File: src/rtl/bulls_cows_pkg.sv
// bulls_cows_pkg: FSM state encoding shared by the match controller and its bench.
package bulls_cows_pkg;
    localparam int PHASE_W = 3;
    typedef enum logic [PHASE_W-1:0] {
        S1    = 3'd0,
        S2    = 3'd1,
        T1    = 3'd2,
        T2    = 3'd3,
        CHECK = 3'd4,
        SCORE = 3'd5,
        WIN   = 3'd6,
        OVER  = 3'd7
    } phase_t;
endpackage

File: src/rtl/bc_digit_scan.sv
// bc_digit_scan: compares one digit against a digit vector, split into hit at index and hit elsewhere.
module bc_digit_scan #(
    parameter int DIGITS  = 4,
    parameter int DIGIT_W = 4,
    parameter int IDX_W   = 2
) (
    input  logic [DIGIT_W-1:0]        i_digit,
    input  logic [DIGITS*DIGIT_W-1:0] i_vec,
    input  logic [IDX_W-1:0]          i_idx,
    output logic                      o_at_idx,
    output logic                      o_elsewhere
);
    always_comb begin
        o_at_idx    = 1'b0;
        o_elsewhere = 1'b0;
        for (int j = 0; j < DIGITS; j++) begin
            if (i_vec[j*DIGIT_W +: DIGIT_W] == i_digit) begin
                if (IDX_W'(j) == i_idx) o_at_idx = 1'b1;
                else o_elsewhere = 1'b1;
            end
        end
    end
endmodule

File: src/rtl/bulls_cows_match.sv
// bulls_cows_match: two-player bulls and cows match controller.
// Codes are validated and scored one digit per cycle through a single shared scanner.
module bulls_cows_match import bulls_cows_pkg::*; #(
    parameter int DIGITS       = 4,
    parameter int DIGIT_W      = 4,
    parameter int MAX_DIGIT    = 9,
    parameter int POINTS_W     = 4,
    parameter int MATCH_POINTS = 3
) (
    input  logic                          i_clock,
    input  logic                          i_reset_n,
    input  logic [DIGITS*DIGIT_W-1:0]     i_code,
    input  logic                          i_enter_button,
    output logic [PHASE_W-1:0]            o_phase,
    output logic [$clog2(DIGITS+1)-1:0]   o_bulls,
    output logic [$clog2(DIGITS+1)-1:0]   o_cows,
    output logic                          o_result_valid,
    output logic                          o_code_error,
    output logic                          o_winner,
    output logic [POINTS_W-1:0]           o_p1_points,
    output logic [POINTS_W-1:0]           o_p2_points,
    output logic                          o_busy
);
    localparam int CW     = $clog2(DIGITS+1);
    localparam int IW     = $clog2(DIGITS);
    localparam int CODE_W = DIGITS*DIGIT_W;

    phase_t              r_state, r_ret;
    logic [CODE_W-1:0]   r_cap, r_secret1, r_secret2;
    logic [IW-1:0]       r_idx;
    logic [CW-1:0]       r_bull_acc, r_cow_acc;
    logic                r_fail, r_enter_d;

    logic [DIGIT_W-1:0]  w_digit;
    logic [CODE_W-1:0]   w_vec;
    logic                w_at_idx, w_elsewhere, w_edge, w_last, w_bad, w_won;
    logic [CW-1:0]       w_bulls, w_cows;
    logic [POINTS_W-1:0] w_cur_pts, w_pts;

    assign w_edge  = i_enter_button & ~r_enter_d;
    assign w_last  = r_idx == IW'(DIGITS-1);
    assign w_digit = r_cap[r_idx*DIGIT_W +: DIGIT_W];
    // CHECK scans the capture against itself; SCORE scans it against the opponent's secret
    assign w_vec   = (r_state == CHECK) ? r_cap : ((r_ret == T1) ? r_secret2 : r_secret1);
    assign w_bad   = r_fail | w_elsewhere | (w_digit > DIGIT_W'(MAX_DIGIT));
    assign w_bulls = r_bull_acc + CW'(w_at_idx);
    assign w_cows  = r_cow_acc + CW'(!w_at_idx && w_elsewhere);
    assign w_won   = w_bulls == CW'(DIGITS);
    assign w_cur_pts = (r_ret == T2) ? o_p2_points : o_p1_points;
    assign w_pts   = (&w_cur_pts) ? w_cur_pts : w_cur_pts + 1'b1;
    assign o_phase = r_state;
    assign o_busy  = (r_state == CHECK) || (r_state == SCORE);

    bc_digit_scan #(.DIGITS(DIGITS), .DIGIT_W(DIGIT_W), .IDX_W(IW)) u_scan (
        .i_digit     (w_digit),
        .i_vec       (w_vec),
        .i_idx       (r_idx),
        .o_at_idx    (w_at_idx),
        .o_elsewhere (w_elsewhere)
    );

    always_ff @(posedge i_clock) begin
        if (!i_reset_n) begin
            r_state        <= S1;
            r_ret          <= S1;
            r_cap          <= '0;
            r_secret1      <= '0;
            r_secret2      <= '0;
            r_idx          <= '0;
            r_bull_acc     <= '0;
            r_cow_acc      <= '0;
            r_fail         <= 1'b0;
            r_enter_d      <= 1'b0;
            o_bulls        <= '0;
            o_cows         <= '0;
            o_result_valid <= 1'b0;
            o_code_error   <= 1'b0;
            o_winner       <= 1'b0;
            o_p1_points    <= '0;
            o_p2_points    <= '0;
        end else begin
            r_enter_d      <= i_enter_button;
            o_result_valid <= 1'b0;
            o_code_error   <= 1'b0;
            case (r_state)
                S1, S2, T1, T2: if (w_edge) begin
                    r_cap      <= i_code;
                    r_ret      <= r_state;
                    r_idx      <= '0;
                    r_fail     <= 1'b0;
                    r_bull_acc <= '0;
                    r_cow_acc  <= '0;
                    r_state    <= CHECK;
                end
                CHECK: begin
                    r_fail <= w_bad;
                    r_idx  <= w_last ? '0 : r_idx + 1'b1;
                    if (w_last) begin
                        if (w_bad) begin
                            o_code_error <= 1'b1;
                            r_state      <= r_ret;
                        end else if (r_ret == S1) begin
                            r_secret1 <= r_cap;
                            r_state   <= S2;
                        end else if (r_ret == S2) begin
                            r_secret2 <= r_cap;
                            r_state   <= T1;
                        end else r_state <= SCORE;
                    end
                end
                SCORE: begin
                    r_bull_acc <= w_bulls;
                    r_cow_acc  <= w_cows;
                    r_idx      <= w_last ? '0 : r_idx + 1'b1;
                    if (w_last) begin
                        o_bulls        <= w_bulls;
                        o_cows         <= w_cows;
                        o_result_valid <= 1'b1;
                        if (w_won) begin
                            o_winner <= r_ret == T2;
                            if (r_ret == T2) o_p2_points <= w_pts;
                            else o_p1_points <= w_pts;
                            r_state <= (w_pts >= POINTS_W'(MATCH_POINTS)) ? OVER : WIN;
                        end else r_state <= (r_ret == T1) ? T2 : T1;
                    end
                end
                WIN: if (w_edge) begin
                    r_secret1 <= '0;
                    r_secret2 <= '0;
                    r_state   <= S1;
                end
                OVER: r_state <= OVER;
                default: r_state <= S1;
            endcase
        end
    end
endmodule

File: config.mk
export PLATFORM = sky130hd
export DESIGN_NAME = bulls_cows_match
export DESIGN_NICKNAME = d
export VERILOG_FILES = /design/src/rtl/bulls_cows_pkg.sv /design/src/rtl/bc_digit_scan.sv /design/src/rtl/bulls_cows_match.sv
export SDC_FILE = /design/constraint.sdc
export NUM_CORES = 1
export LEC_CHECK = 0
export CELL_PAD_IN_SITES_DETAIL_PLACEMENT = 1
export CELL_PAD_IN_SITES_GLOBAL_PLACEMENT = 1
export CORE_MARGIN = 2
export CORE_UTILIZATION = 30
export DETAILED_ROUTE_END_ITERATION = 10
export GPL_TIMING_DRIVEN = 0
export PLACE_DENSITY_LB_ADDON = 0.1
export SYNTH_ARGS = -nofsm -noshare
export SYNTH_HDL_FRONTEND = slang
export SYNTH_SLANG_ARGS = --single-unit
File: constraint.sdc
create_clock -name i_clock -period 4.1 [get_ports i_clock]
set_input_delay 0.41 -clock i_clock [delete_from_list [all_inputs] [get_ports i_clock]]
set_output_delay 0.41 -clock i_clock [all_outputs]
set_load 0.02 [all_outputs]
# ---- Word level (Yosys, flattened, before mapping)
# Index checks and enable logic that the tools add are counted.
dict set report word_totals {
  register_bits 81
  inputBits 19
  output_inout_bits 21
}
dict set report op_classes {
  addsub 4
  n_lt_le_gt_ge 2
  n_eq_ne 27
  n_shift 1
  n_mux 50
  bitwise_logic 5
  reduce_logical 26
}
# op count
set op_table {}
lappend op_table {{$mux 16} 10}
lappend op_table {{$pmux 16 s2} 2}
lappend op_table {{$mux 3} 8}
lappend op_table {{$mux 1} 21}
lappend op_table {{$eq 4x4->1} 4}
lappend op_table {{$reduce_and 4->1} 4}
lappend op_table {{$shiftx 16x5->4} 1}
lappend op_table {{$eq 3x3->1 const B} 5}
lappend op_table {{$pmux 3 s5} 1}
lappend op_table {{$eq 3x2->1 const B} 4}
lappend op_table {{$ne 2x2->1 const B} 6}
lappend op_table {{$pmux 3 s2} 2}
lappend op_table {{$reduce_and 2->1} 6}
lappend op_table {{$mux 4} 2}
lappend op_table {{$reduce_bool 2->1} 4}
lappend op_table {{$add 3x1->3} 2}
lappend op_table {{$eq 3x1->1 const B} 2}
lappend op_table {{$logic_not 3->1} 2}
lappend op_table {{$reduce_and 3->1} 2}
lappend op_table {{$reduce_and 6->1} 1}
lappend op_table {{$reduce_and 5->1} 1}
lappend op_table {{$add 4x1->4 const B} 1}
lappend op_table {{$eq 2x2->1 const A} 2}
lappend op_table {{$ge 4x2->1 const B} 1}
lappend op_table {{17 further kinds} 21}

# ---- Longest topological paths before layout
# Gate-level depths: netlist of run 1.
dict set report depth {
  word_depth 16
  ltp_mapped 20
}

# ---- By module
# Synthesis of run 1 repeated with hierarchy kept, for this count alone.
dict set report unflattened {
  hier_cells 470
  hier_area_um2 4051.4
}
# module instances cells_each area_per_inst_um2
set by_module_without_submodules {}
lappend by_module_without_submodules {bulls_cows_match 1 440 3781.1}
lappend by_module_without_submodules {bc_digit_scan 1 30 270.3}

# ---- Worst setup path after synthesis of run 1
# Ideal clock, no wire load.
dict set report synth_path {
  kind {reg-to-reg}
  from {register r_state[2], in the netlist o_phase[2]}
  to {register o_p2_points[0]}
  setup_time_ns 0.115
  t_arrival_ns 3.735
  required_time_ns 3.985
  setup_slack_ns 0.251
  stages_incl_launch_ff 21
  path_cell_list {dfxtp_1 -> buf_2 -> nor3b_2 -> buf_2 -> buf_4 -> a21oi_1 -> a22o_1 -> xnor2_1 -> nor3_1 -> a222oi_1 -> nand2_1 -> ha_1 -> ha_1 -> xnor2_1 -> nor3_1 -> nand2_1 -> or2_0 -> clkbuf_1 -> nand2_1 -> o21ai_0 -> and2_1}
}
dict set report synth_between {
  elab_chain_cells 13
}
# item line
set synth_rtl {}
lappend synth_rtl {{from (decl)} bulls_cows_match.sv:28} ;# phase_t r_state, r_ret;
lappend synth_rtl {{from (signal assigned)} bulls_cows_match.sv:101} ;# r_state <= r_ret;
lappend synth_rtl {{from (signal assigned)} bulls_cows_match.sv:123} ;# r_state <= (w_pts >= POINTS_W'(MATCH_POINTS)) ? OVER : WIN;
lappend synth_rtl {{from (signal assigned)} bulls_cows_match.sv:124} ;# end else r_state <= (r_ret == T1) ? T2 : T1;
lappend synth_rtl {{$eq 3x3->1} bulls_cows_match.sv:44} ;# assign w_vec = (r_state == CHECK) ? r_cap : ((r_ret == T1) ? r_secret2 : r_secret1);
lappend synth_rtl {{$mux 16} bulls_cows_match.sv:44}
lappend synth_rtl {{$eq 4x4->1} bc_digit_scan.sv:17} ;# if (i_vec[j*DIGIT_W +: DIGIT_W] == i_digit) begin
lappend synth_rtl {{$mux 1} bc_digit_scan.sv:17}
lappend synth_rtl {{$mux 1} bc_digit_scan.sv:18} ;# if (IDX_W'(j) == i_idx) o_at_idx = 1'b1;
lappend synth_rtl {{$mux 1} bc_digit_scan.sv:17}
lappend synth_rtl {{$mux 1} bc_digit_scan.sv:18}
lappend synth_rtl {{$mux 1} bc_digit_scan.sv:17}
lappend synth_rtl {{$mux 1} bc_digit_scan.sv:18}
lappend synth_rtl {{$mux 1} bc_digit_scan.sv:17}
lappend synth_rtl {{$add 3x1->3} bulls_cows_match.sv:46} ;# assign w_bulls = r_bull_acc + CW'(w_at_idx);
lappend synth_rtl {{$eq 3x3->1} bulls_cows_match.sv:48} ;# assign w_won = w_bulls == CW'(DIGITS);
lappend synth_rtl {{$reduce_and 4->1 (no line) *} -}
lappend synth_rtl {{to (signal assigned)} bulls_cows_match.sv:121} ;# if (r_ret == T2) o_p2_points <= w_pts;
lappend synth_rtl {{to (decl)} bulls_cows_match.sv:21} ;# output logic [POINTS_W-1:0] o_p2_points,
# Every way passes the cells marked *; elsewhere a longest branch is shown, timed or not.
# A chain may end at the register's enable or synchronous reset.

# ---- Final worst setup path of run 1
dict set report layout_path {
  from {register r_idx[0]}
  to {register o_cows[2]}
}
dict set report layout_between {
  elab_chain_cells 12
}
# item line
set layout_rtl {}
lappend layout_rtl {{from (decl)} bulls_cows_match.sv:30} ;# logic [IW-1:0] r_idx;
lappend layout_rtl {{from (signal assigned)} bulls_cows_match.sv:97} ;# r_idx <= w_last ? '0 : r_idx + 1'b1;
lappend layout_rtl {{from (signal assigned)} bulls_cows_match.sv:114} ;# r_idx <= w_last ? '0 : r_idx + 1'b1;
lappend layout_rtl {{$shiftx 16x5->4 or $logic_not 2->1 (tied branches)} {bulls_cows_match.sv:42, bc_digit_scan.sv:18}}
lappend layout_rtl {{$eq 4x4->1 or $mux 1 (tied branches)} {bc_digit_scan.sv:17, bc_digit_scan.sv:18}}
lappend layout_rtl {{$mux 1} bc_digit_scan.sv:17}
lappend layout_rtl {{$mux 1} bc_digit_scan.sv:18}
lappend layout_rtl {{$mux 1} bc_digit_scan.sv:17}
lappend layout_rtl {{$mux 1} bc_digit_scan.sv:18}
lappend layout_rtl {{$mux 1} bc_digit_scan.sv:17}
lappend layout_rtl {{$mux 1} bc_digit_scan.sv:18}
lappend layout_rtl {{$mux 1} bc_digit_scan.sv:17}
lappend layout_rtl {{$logic_not 1->1} bulls_cows_match.sv:47} ;# assign w_cows = r_cow_acc + CW'(!w_at_idx && w_elsewhere);
lappend layout_rtl {{$logic_and 1x1->1} bulls_cows_match.sv:47}
lappend layout_rtl {{$add 3x1->3} bulls_cows_match.sv:47}
lappend layout_rtl {{to (signal assigned)} bulls_cows_match.sv:117} ;# o_cows <= w_cows;
lappend layout_rtl {{to (decl)} bulls_cows_match.sv:16} ;# output logic [$clog2(DIGITS+1)-1:0] o_cows,
# Parallel ways exist; a longest one is shown, timed or not.

==> results of run 1 <==
state kept, by name, summed over array words and instances, names as in the netlist, 2 cells and up:
signal / count
o_p1_points: 4
r_bull_acc: 3
o_bulls: 3
r_cap: 16
r_secret1: 16
r_cow_acc: 3
r_secret2: 16
o_p2_points: 4
o_phase: 3
o_cows: 3
r_idx: 2
r_ret: 3
final timing paths:
path | to | slack, ps | cells after the start
hold reg to reg | o_bulls[1]$_SDFFE_PN0P_ | 480 | 2
setup reg to reg | o_cows[2]$_SDFFE_PN0P_ | 200 | 14
hold / removal | o_bulls[1]$_SDFFE_PN0P_ | 480 | 2
setup / recovery | o_cows[2]$_SDFFE_PN0P_ | 200 | 14
cells in the final DEF (no fill, tap or decap), types with 4 or more instances in the layout:
cell	synthesis	final
clkbuf_16	0	9
buf_4	2	16
and2_1	7	7
o211ai_1	12	12
a21boi_0	24	24
a21oi_1	16	16
xnor2_1	11	8
dfxtp_1	81	78
nor4bb_1	8	4
a22oi_1	4	4
and3_1	5	5
nor4b_1	8	8
o211ai_2	20	20
buf_6	4	6
or3_1	8	8
nor3_1	6	5
nor2_1	39	39
mux4_2	4	4
mux2i_1	8	8
clkdlybuf4s50_1	0	39
nand2_1	105	105
clkbuf_1	38	33
nor4_1	10	9
nor2b_1	14	14
o2bb2ai_1	4	4
nand3_1	19	18
a211oi_1	9	7
o21ai_0	15	15
ha_1	9	8
inv_1	13	13
a22o_1	4	4
buf_2	9	5
a32oi_1	32	32
worst min-delay path, stage by stage (launching register included):
cell and delay [ps]:
dfxtp_1 310, nand2_1 50, a21boi_0 70
through the flow:
stage          power (W)  hold WS, ps  setup TNS (ps)  instance area, um2
2_1_floorplan   0.001108        439.5               0                4892
3_5_place_dp    0.001250        468.9           -3756                5553
4_1_cts         0.002056        481.8               0                5914
6_report        0.002061        477.5               0                6095
3_3_place_gp    0.001242        456.1           -2814                5553
5_1_grt         0.002146        507.3          -33.12                6095
synth_stat cells, drive strengths merged, types with 3 or more instances:
master   count  area share
a22o         4      0.0072
a21oi       16       0.016
mux4         4       0.018
dfxtp       81        0.33
mux2         3      0.0069
mux2i        8       0.016
inv         14       0.011
ha           9       0.023
nor2b       14       0.018
nor4bb       8       0.016
clkbuf      38       0.029
nand3       19       0.019
a21boi      24       0.037
nand2      105       0.081
nor3         6      0.0061
nor4b        8       0.014
nand4        4      0.0064
and3         5      0.0064
a22oi        4      0.0061
a211oi       9       0.014
a32oi       32       0.057
o21ai       18       0.018
xnor2       11       0.020
o211ai      32       0.070
o2bb2ai      4      0.0072
nor2        39       0.030
or3          8       0.010
nor4        13       0.022
and2         7      0.0090
buf         17       0.023
or2          3      0.0038
layer usage:
layer  global-route usage  routed length [um]  share of wire
met1               0.2687                8221           0.46
met2               0.3342                8305           0.47
met3              0.03549                 737          0.041
met4              0.09783                 592          0.033
met5                    0                   0              0
layout make-up:
cell class	instances	share of cell area
flip-flops and latches	81	0.2671
inverters	14	0.008622
clock buffers	10	0.03921
repair buffers	53	0.08335
plain buffers	53	0.04414
multi-input cells	443	0.5050
well taps	216	0.04434
clock inverters	6	0.008212
power breakdown:
part / switching, W / total, W / leakage, nW / internal, W
Sequential: 0.0000260 / 0.000825 / 0.657 / 0.000799
Combinational: 0.000285 / 0.000437 / 1.42 / 0.000152
Clock: 0.000365 / 0.000800 / 0.136 / 0.000435
cells by family (layout without fill, tap and decap cells):
group	after synthesis	count (layout)	share of synthesized area
XOR/XNOR	12	12	0.02148
flip-flops	81	81	0.3315
buffers and inverters	69	136	0.06291
AO/OA/AOI/OAI	158	158	0.2578
AND/OR/NAND/NOR	249	249	0.2616
multiplexers	15	15	0.04169
adder cells (fa/ha/maj)	9	9	0.02302
timing repair:
item | 4_1_cts | 5_1_grt
setup endpoints to repair | 14 | 17
setup buffers | 4 | 10
gates resized for setup | 8 | 30
hold buffers | 0 | 0
pin swaps | 2 | 6
==> flow_summary.ini, run 1 <==
[final_layout]
drive_gt1_frac = 0.1561
finalCoreUtilization = 0.3837
layout.nets = 683
stdcell_count = 876
seqCellArea_mm2 = 0.001628
multiInputGateArea_mm2 = 0.003078
nFillCells = 1920
antenna_cells = 0
area_growth_pct = 24.58

[floorplan]
dieHeight_um = 131.7
ios = 40
dieWidth_um = 131.7
start_util = 0.3080
rows = 46
coreArea_mm2 = 0.01589
die-area_mm2 = 0.01734

[drt]
drc_errors = 0
drt-total-wl_mm = 17.86
via_count = 4872
drt_iter0_markers = 296
postRouteAntennaNets = 0
firstDrtPassIters = 8
avgRoutedWirePerCell_um = 20.38
vias_per_cell = 5.562

[timing]
hold_violations = 0
fin_worst_skew_ps = 5.590
max_freq_mhz = 256.5
setup_viol = 0
period_share = 0.9508
post-route-worst-setup-slack_ps = 201.6
drv_slew = 0
slew_headroom = 0.4163
min_period_ps = 3898
worstMarginPinSlew_ps = 872.3

[worst_setup_path]
worstPathMaxFanout = 10
crit_path_end_kind = register
cp_top_family = simple AND/OR/NAND/NOR gates
path_buf_inv = 3
reg2reg_from = r_idx[0]$_SDFFE_PN0P_
crit_path_start = r_idx[0]$_SDFFE_PN0P_
cp.required_ps = 4350
path_cells = buf_6 -> mux4_2 -> buf_4 -> or3_1 -> nand4_1 -> nor4_1 -> nor4_4 -> clkbuf_2 -> nor2_1 -> ha_1 -> ha_1 -> xnor2_1 -> nand2_1 -> o211a_1
crit_type = reg2reg
cp-start-kind = register
slowest_delay_ps = 660
crit_slowest_cell = nor4_4
cpMostUsedCell = ha_1
arrival_ps = 4150

[global_route]
grt_antenna_before_repair = 0
grt_pass1_wl_mm = 28.21
globalRoute.totalOverflow = 0
grt_max_degree = 16
grt_pass1_vias = 5050
grt_usage = 0.2069

[place]
hpwl_mm = 13.47
numPortBuffers = 39
pre_cts_ws_ps = -526.1
place_congestion = 0.9318
dp_cells = 848

[logic_synthesis]
syn-num-nets = 621
synth-edff-count = 0
synth-seq-cells = 81
yosysWarnings = 0
synth_cells = 593
synthesis.area_mm2 = 0.004892
syn_area_per_cell_um2 = 8.250
ys.flop_type = dfxtp_1
ys_seq_area_frac = 0.3315
async_flop_share = 0
synth.distinct_cells = 60

[power_and_ir_drop]
p_leak_nw = 2.218
max-vdd-ir-drop_v = 0.0001993
p_per_area_mw_per_mm2 = 338.2

[worst_hold_path]
hold_path_startpoint = o_bulls[1]$_SDFFE_PN0P_
hp-class = reg2reg

[clock_tree]
cts_tree = yes
htreeDepth = 3
path_clk_slew_ps = 70
insertion_delay_ps = 350
clock-root-buffer = clkbuf_16
clk_path_buf_depth = 2
clock-sinks = 81
cts_buffers = 9

[run]
cap_violations = 0

[run_status]
status = completed
(Power assumes the default switching activity.)
==> run 2: changes to the inputs <==
--- a/config.mk
+++ b/config.mk
@@ -11,7 +11,7 @@
 export CORE_UTILIZATION = 30
 export DETAILED_ROUTE_END_ITERATION = 10
 export GPL_TIMING_DRIVEN = 0
-export PLACE_DENSITY_LB_ADDON = 0.1
+export PLACE_DENSITY_LB_ADDON = 0.15
 export SYNTH_ARGS = -nofsm -noshare
 export SYNTH_HDL_FRONTEND = slang
 export SYNTH_SLANG_ARGS = --single-unit
==> run 2 against run 1 <==
Sequential share of layout area decreased by 0.060 points. Critical path depth grew 6. Die area unchanged. First-iteration DRC count increased by 13%. Design area is 0.23% higher. Sequential cell count unchanged. Clock skew increased by 2.1 ps. Power grew 7.0%. Sequential power is essentially flat. Routed wire length decreased by 1.6%. Register-to-register slack better by 40 ps. Worst hold slack lost 3.8 ps.
==> flow_summary.ini, run 2 (synthesis results as in run 1) <==
[power_and_ir_drop]
clkPwrFrac = 0.433
pwr-share-comb = 0.195
p_seq_frac = 0.373
max-vdd-ir-drop_v = 0.0002059
switchingPower_w = 0.0006486
p_leak_nw = 2.219
p_int_w = 0.001558
swShare = 0.2940
p_per_area_mw_per_mm2 = 361.2

[place]
hpwl_mm = 13.48
place_congestion = 0.9197
numPortBuffers = 39
dp_cells = 848
placed_area_mm2 = 0.005553

[timing]
max_freq_mhz = 258.9
min_period_ps = 3862
drv_slew = 0
grt_setup_unrepaired = true
hold_violations = 0
setup_viol = 0
slew_headroom = 0.4166
period_share = 0.9420
fin_worst_skew_ps = 7.682
worstMarginPinSlew_ps = 871.9

[clock_tree]
htreeDepth = 3
clock-sinks = 81
cts_hold_buffers = 0
cts_tree = yes
clk_path_buf_depth = 2
clock-root-buffer = clkbuf_16
path_clk_slew_ps = 60
cts_buffers = 9
insertion_delay_ps = 360

[final_layout]
stdcell_count = 871
nFillCells = 1894
layout_common_cells = nand2_1 (105), dfxtp_1 (78), nor2_1 (39), clkdlybuf4s50_1 (39), clkbuf_1 (34)
top_regs = r_cap (16), r_secret1 (16), r_secret2 (16)
drive_gt1_frac = 0.1405
area_growth_pct = 24.86
finalCoreUtilization = 0.3845
antenna_cells = 0
layout.nets = 678
design_area_mm2 = 0.006108
final_common_cell = nand2_1

[floorplan]
coreArea_mm2 = 0.01589
start_util = 0.3080
rows = 46
dieHeight_um = 131.7
dieWidth_um = 131.7
ios = 40
die-area_mm2 = 0.01734

[worst_hold_path]
hp-class = reg2reg

[drt]
avgRoutedWirePerCell_um = 20.17
postRouteAntennaNets = 0
vias_per_cell = 5.405
via_count = 4708
drt_iter0_markers = 333
drt-total-wl_mm = 17.57
firstDrtPassIters = 4
drc_errors = 0

[worst_setup_path]
worstPathMaxFanout = 8
arrival_ps = 4110
crit_path_end_kind = register
cp.required_ps = 4350
cp-start-kind = register
crit_type = reg2reg

[run_status]
status = completed

[global_route]
globalRoute.totalOverflow = 0
grt_pass1_wl_mm = 28.10
grt_max_degree = 14
grt_antenna_before_repair = 0
grt_pass1_vias = 4909
grt_usage = 0.2075

[run]
cap_violations = 0
run 2: cell count changes in the layout (fill, tap and decap cells not counted), sizes merged:
cell      previous run  this run
buf                 30        24
clkinvlp             2         1
bufinv               0         3
clkbuf              47        49
inv                 17        14
run 2: critical path, cell delays in order, from the launching register on:
cell      delay [ps]
dfxtp_1          360
clkbuf_4         200
nor3b_4          270
buf_6            160
buf_12           120
a211oi_4          50
or3_1            360
nand4_1          150
nor3_1            80
a222oi_1         360
nand2_1          160
ha_1             220
ha_2             200
xnor2_2          150
nor3_2           150
nand2_1           90
or2_0            200
buf_2            180
nand2_1           70
o21ai_0           70
and2_1           150
run 2: stage by stage:
stage	worst slack, ps	power [W]	hold slack [ps]	setup TNS (ps)
finish	237.6	0.002207	473.7	0
CTS	21.85	0.002219	479.9	0
detailed placement	-602.8	0.001249	466.2	-4550
global route	-27.52	0.002291	499.0	-27.52
global placement	-493.4	0.001242	457.1	-3653
floorplan	250.5	0.001108	439.5	0
run 2: layout make-up:
class | instances | area [um2] | share of cell area
Multi-Input combinational cell | 443 | 3079 | 0.5041
Sequential cell | 81 | 1628 | 0.2665
Timing Repair Buffer | 47 | 462.9 | 0.07579
Buffer | 54 | 270.3 | 0.04424
Tap cell | 216 | 270.3 | 0.04424
Clock buffer | 11 | 242.7 | 0.03974
Clock inverter | 5 | 102.6 | 0.01680
Inverter | 14 | 52.55 | 0.008603
run 2: routing by layer:
layer,GRT usage,up-vias,part of all wire
met5,0,-,0
met4,0.08333,0,0.026
met3,0.03318,26,0.031
met2,0.3403,74,0.49
met1,0.2727,2322,0.46
li1,-,2286,-
run 2: path summary, 6_finish.rpt:
| path | startpoint | end | slack, ps | cells after the start |
|---|---|---|---|---|
| max reg2reg | o_phase[2]$_SDFFE_PN0P_ | o_p2_points[0]$_SDFFE_PN0P_ | 240 | 20 |
| min reg2reg | o_cows[1]$_SDFFE_PN0P_ | o_cows[1]$_SDFFE_PN0P_ | 470 | 2 |
| min | o_cows[1]$_SDFFE_PN0P_ | o_cows[1]$_SDFFE_PN0P_ | 470 | 2 |
| max | o_phase[2]$_SDFFE_PN0P_ | o_p2_points[0]$_SDFFE_PN0P_ | 240 | 20 |
run 2: repair_timing:
action                     4_1_cts  5_1_grt
resized for setup               14       21
cloned                           0        0
setup endpoints to repair       14       15
pin swaps                        1        7
buffers inserted                 1        7
run 2: power by group through the flow:
stage	clock network, W	logic, W	registers, W
CTS	0.000977	0.000419	0.000822
global placement	0	0.000402	0.000840
finish	0.000954	0.000430	0.000822
detailed placement	0	0.000409	0.000840
global route	0.00100	0.000464	0.000823
floorplan	0	0.000280	0.000828
==> run 3: changes to the inputs <==
--- a/config.mk
+++ b/config.mk
@@ -12,6 +12,7 @@
 export DETAILED_ROUTE_END_ITERATION = 10
 export GPL_TIMING_DRIVEN = 0
 export PLACE_DENSITY_LB_ADDON = 0.15
+export SKIP_LAST_GASP = 1
 export SYNTH_ARGS = -nofsm -noshare
 export SYNTH_HDL_FRONTEND = slang
 export SYNTH_SLANG_ARGS = --single-unit
==> run 3 against run 2 <==
Largest cell class unchanged. Critical endpoint unchanged. Clock power barely moved. First-iteration DRC count fell by 4.2%. Global-route usage barely moved. Non-clock buffer count rose by 3. Clock-buffer cell count did not move.
==> flow_summary.ini, run 3 (synthesis results as in run 1) <==
[run_status]
status = completed

[timing]
hold_violations = 0
drv_slew = 0
hold_slack_ps = 475.3
worstMarginPinSlew_ps = 887.7
min_period_ps = 3851
setup_viol = 0
max_freq_mhz = 259.7
grt_setup_unrepaired = false
period_share = 0.9393
slew_headroom = 0.4060
fin_worst_skew_ps = 7.651

[floorplan]
dieHeight_um = 131.7
ios = 40
start_util = 0.3080
dieWidth_um = 131.7
rows = 46
die-area_mm2 = 0.01734
coreArea_mm2 = 0.01589

[final_layout]
nFillCells = 1893
design_area_mm2 = 0.006122
layout_common_cells = nand2_1 (105), dfxtp_1 (78), nor2_1 (39), clkdlybuf4s50_1 (39), clkbuf_1 (34)
top_regs = r_cap (16), r_secret1 (16), r_secret2 (16)
drive_gt1_frac = 0.1459
antenna_cells = 0
layout.nets = 681
final_common_cell = nand2_1
area_growth_pct = 25.14

[drt]
postRouteAntennaNets = 0
avgRoutedWirePerCell_um = 20.17
via_count = 4737
drt_iter0_markers = 319
vias_per_cell = 5.420
firstDrtPassIters = 4
drt-total-wl_mm = 17.63
drc_errors = 0

[worst_setup_path]
crit_path_end_kind = register
reg2reg_depth = 19
cp-start-kind = register
cpMostUsedCell = nand2_1
crit_type = reg2reg
timing.rr.end = o_p2_points[0]$_SDFFE_PN0P_
reg2reg_from = r_ret[2]$_SDFFE_PN0P_
cp.required_ps = 4350
crit_path_start = r_ret[2]$_SDFFE_PN0P_
worstPathMaxFanout = 10
slowest_delay_ps = 380
reg2reg_setup_slack_ps = 250
path_cells = or3b_1 -> buf_2 -> buf_4 -> a211oi_4 -> o21ai_1 -> nand4_1 -> nor3_1 -> a222oi_1 -> nand2_1 -> ha_2 -> ha_2 -> xnor2_2 -> nor3_2 -> nand2_1 -> or2_0 -> buf_2 -> nand2_1 -> o21ai_0 -> and2_1
arrival_ps = 4100
crit_slowest_cell = a222oi_1

[global_route]
grt_usage = 0.2075
grt_antenna_before_repair = 0
grt_max_degree = 14
grt_pass1_wl_mm = 28.08
globalRoute.totalOverflow = 0
grt_pass1_vias = 4897

[clock_tree]
clock-sinks = 81
insertion_delay_ps = 350
clock-root-buffer = clkbuf_16
clk_path_buf_depth = 2
cts_buffers = 9
path_clk_slew_ps = 60
htreeDepth = 3
cts_tree = yes

[worst_hold_path]
whs_path_depth = 2
hold_path_startpoint = o_cows[1]$_SDFFE_PN0P_
holdPathEnd = o_cows[1]$_SDFFE_PN0P_
hp-class = reg2reg

[power_and_ir_drop]
p_per_area_mw_per_mm2 = 361.2
p_leak_nw = 2.232
max-vdd-ir-drop_v = 0.0002067
p_seq_frac = 0.372
pwr-share-comb = 0.197
clkPwrFrac = 0.431
switchingPower_w = 0.0006498
p_int_w = 0.001561
swShare = 0.2939

[place]
place_congestion = 0.9197
numPortBuffers = 39
placed_area_mm2 = 0.005553
hpwl_mm = 13.48

[run]
cap_violations = 0
==> run 3: changes by cell type in the layout (fill, tap and decap cells not counted) <==
cell      delta
or3b_4       +1
o21ai_1      +1
ha_1         -1
nand3_2      +1
ha_2         +1
buf_4        +3
a311oi_2     -1
a311oi_1     +1
o21ai_0      -1
nand3_4      -1
or3b_1       -1
==> run 3: how the worst max path moves through the flow <==
stage | endpoint | slack, ps | cells past startpoint
finish | o_p2_points[0]$_SDFFE_PN0P_ | 250 | 19
global route | o_p2_points[0]$_SDFFE_PN0P_ | 3 | 20
CTS | o_p2_points[0]$_SDFFE_PN0P_ | -8 | 19
detailed placement | o_p2_points[0]$_SDFFE_PN0P_ | -600 | 19
floorplan | o_p2_points[0]$_SDFFE_PN0P_ | 250 | 20
global placement | o_p2_points[0]$_SDFFE_PN0P_ | -490 | 19
==> run 3: power groups by stage <==
stage	sequential, W	combinational (W)	clock (W)
detailed placement	0.000840	0.000409	0
global placement	0.000840	0.000402	0
global route	0.000823	0.000468	0.00100
CTS	0.000822	0.000416	0.000977
finish	0.000822	0.000435	0.000954
floorplan	0.000828	0.000280	0
==> run 3: critical path: cells and delay by family (launching register included) <==
| kind | cells | cell delay (ps) |
|---|---|---|
| AO/OA/AOI/OAI | 4 | 850 |
| AND/OR/NAND/NOR | 9 | 1430 |
| XOR/XNOR | 1 | 150 |
| adder cells (fa/ha/maj) | 2 | 400 |
| flip-flops | 1 | 350 |
| buffers and inverters | 3 | 560 |
==> run 3: per-layer routing <==
layer / global-route usage / vias up / share of wire
met4: 0.08213 / 0 / 0.026
li1: - / 2294 / -
met3: 0.03202 / 24 / 0.039
met5: 0 / - / 0
met2: 0.3409 / 85 / 0.48
met1: 0.2732 / 2334 / 0.45
==> run 3: area by class of cell <==
| cell class | count | area (um2) | share of cell area |
|---|---|---|---|
| plain buffers | 54 | 270.3 | 0.04414 |
| flip-flops and latches | 81 | 1628 | 0.2659 |
| well taps | 216 | 270.3 | 0.04414 |
| clock buffers | 11 | 242.7 | 0.03965 |
| clock inverters | 5 | 102.6 | 0.01676 |
| repair buffers | 50 | 485.5 | 0.07930 |
| inverters | 14 | 52.55 | 0.008584 |
| multi-input cells | 443 | 3070 | 0.5015 |
==> run 3: what timing repair did <==
item | CTS | global route
setup buffers | 1 | 10
pin swaps | 1 | 8
resized for setup | 11 | 25
cloned | 0 | 0
setup endpoints to repair | 14 | 15
hold buffers | 0 | 0
==> run 3: stage by stage <==
step | total power [W] | cells | setup WS [ps] | setup TNS [ps] | util
final | 0.002211 | 874 | 249.0 | 0 | 0.3854
after detailed placement | 0.001249 | 848 | -602.8 | -4550 | 0.3496
after floorplan | 0.001108 | 593 | 250.5 | 0 | -
after global placement | 0.001242 | 848 | -493.4 | -3653 | 0.3496
after CTS | 0.002216 | 865 | -7.665 | -7.665 | 0.3748
after global routing | 0.002295 | 874 | 2.834 | 0 | 0.3854
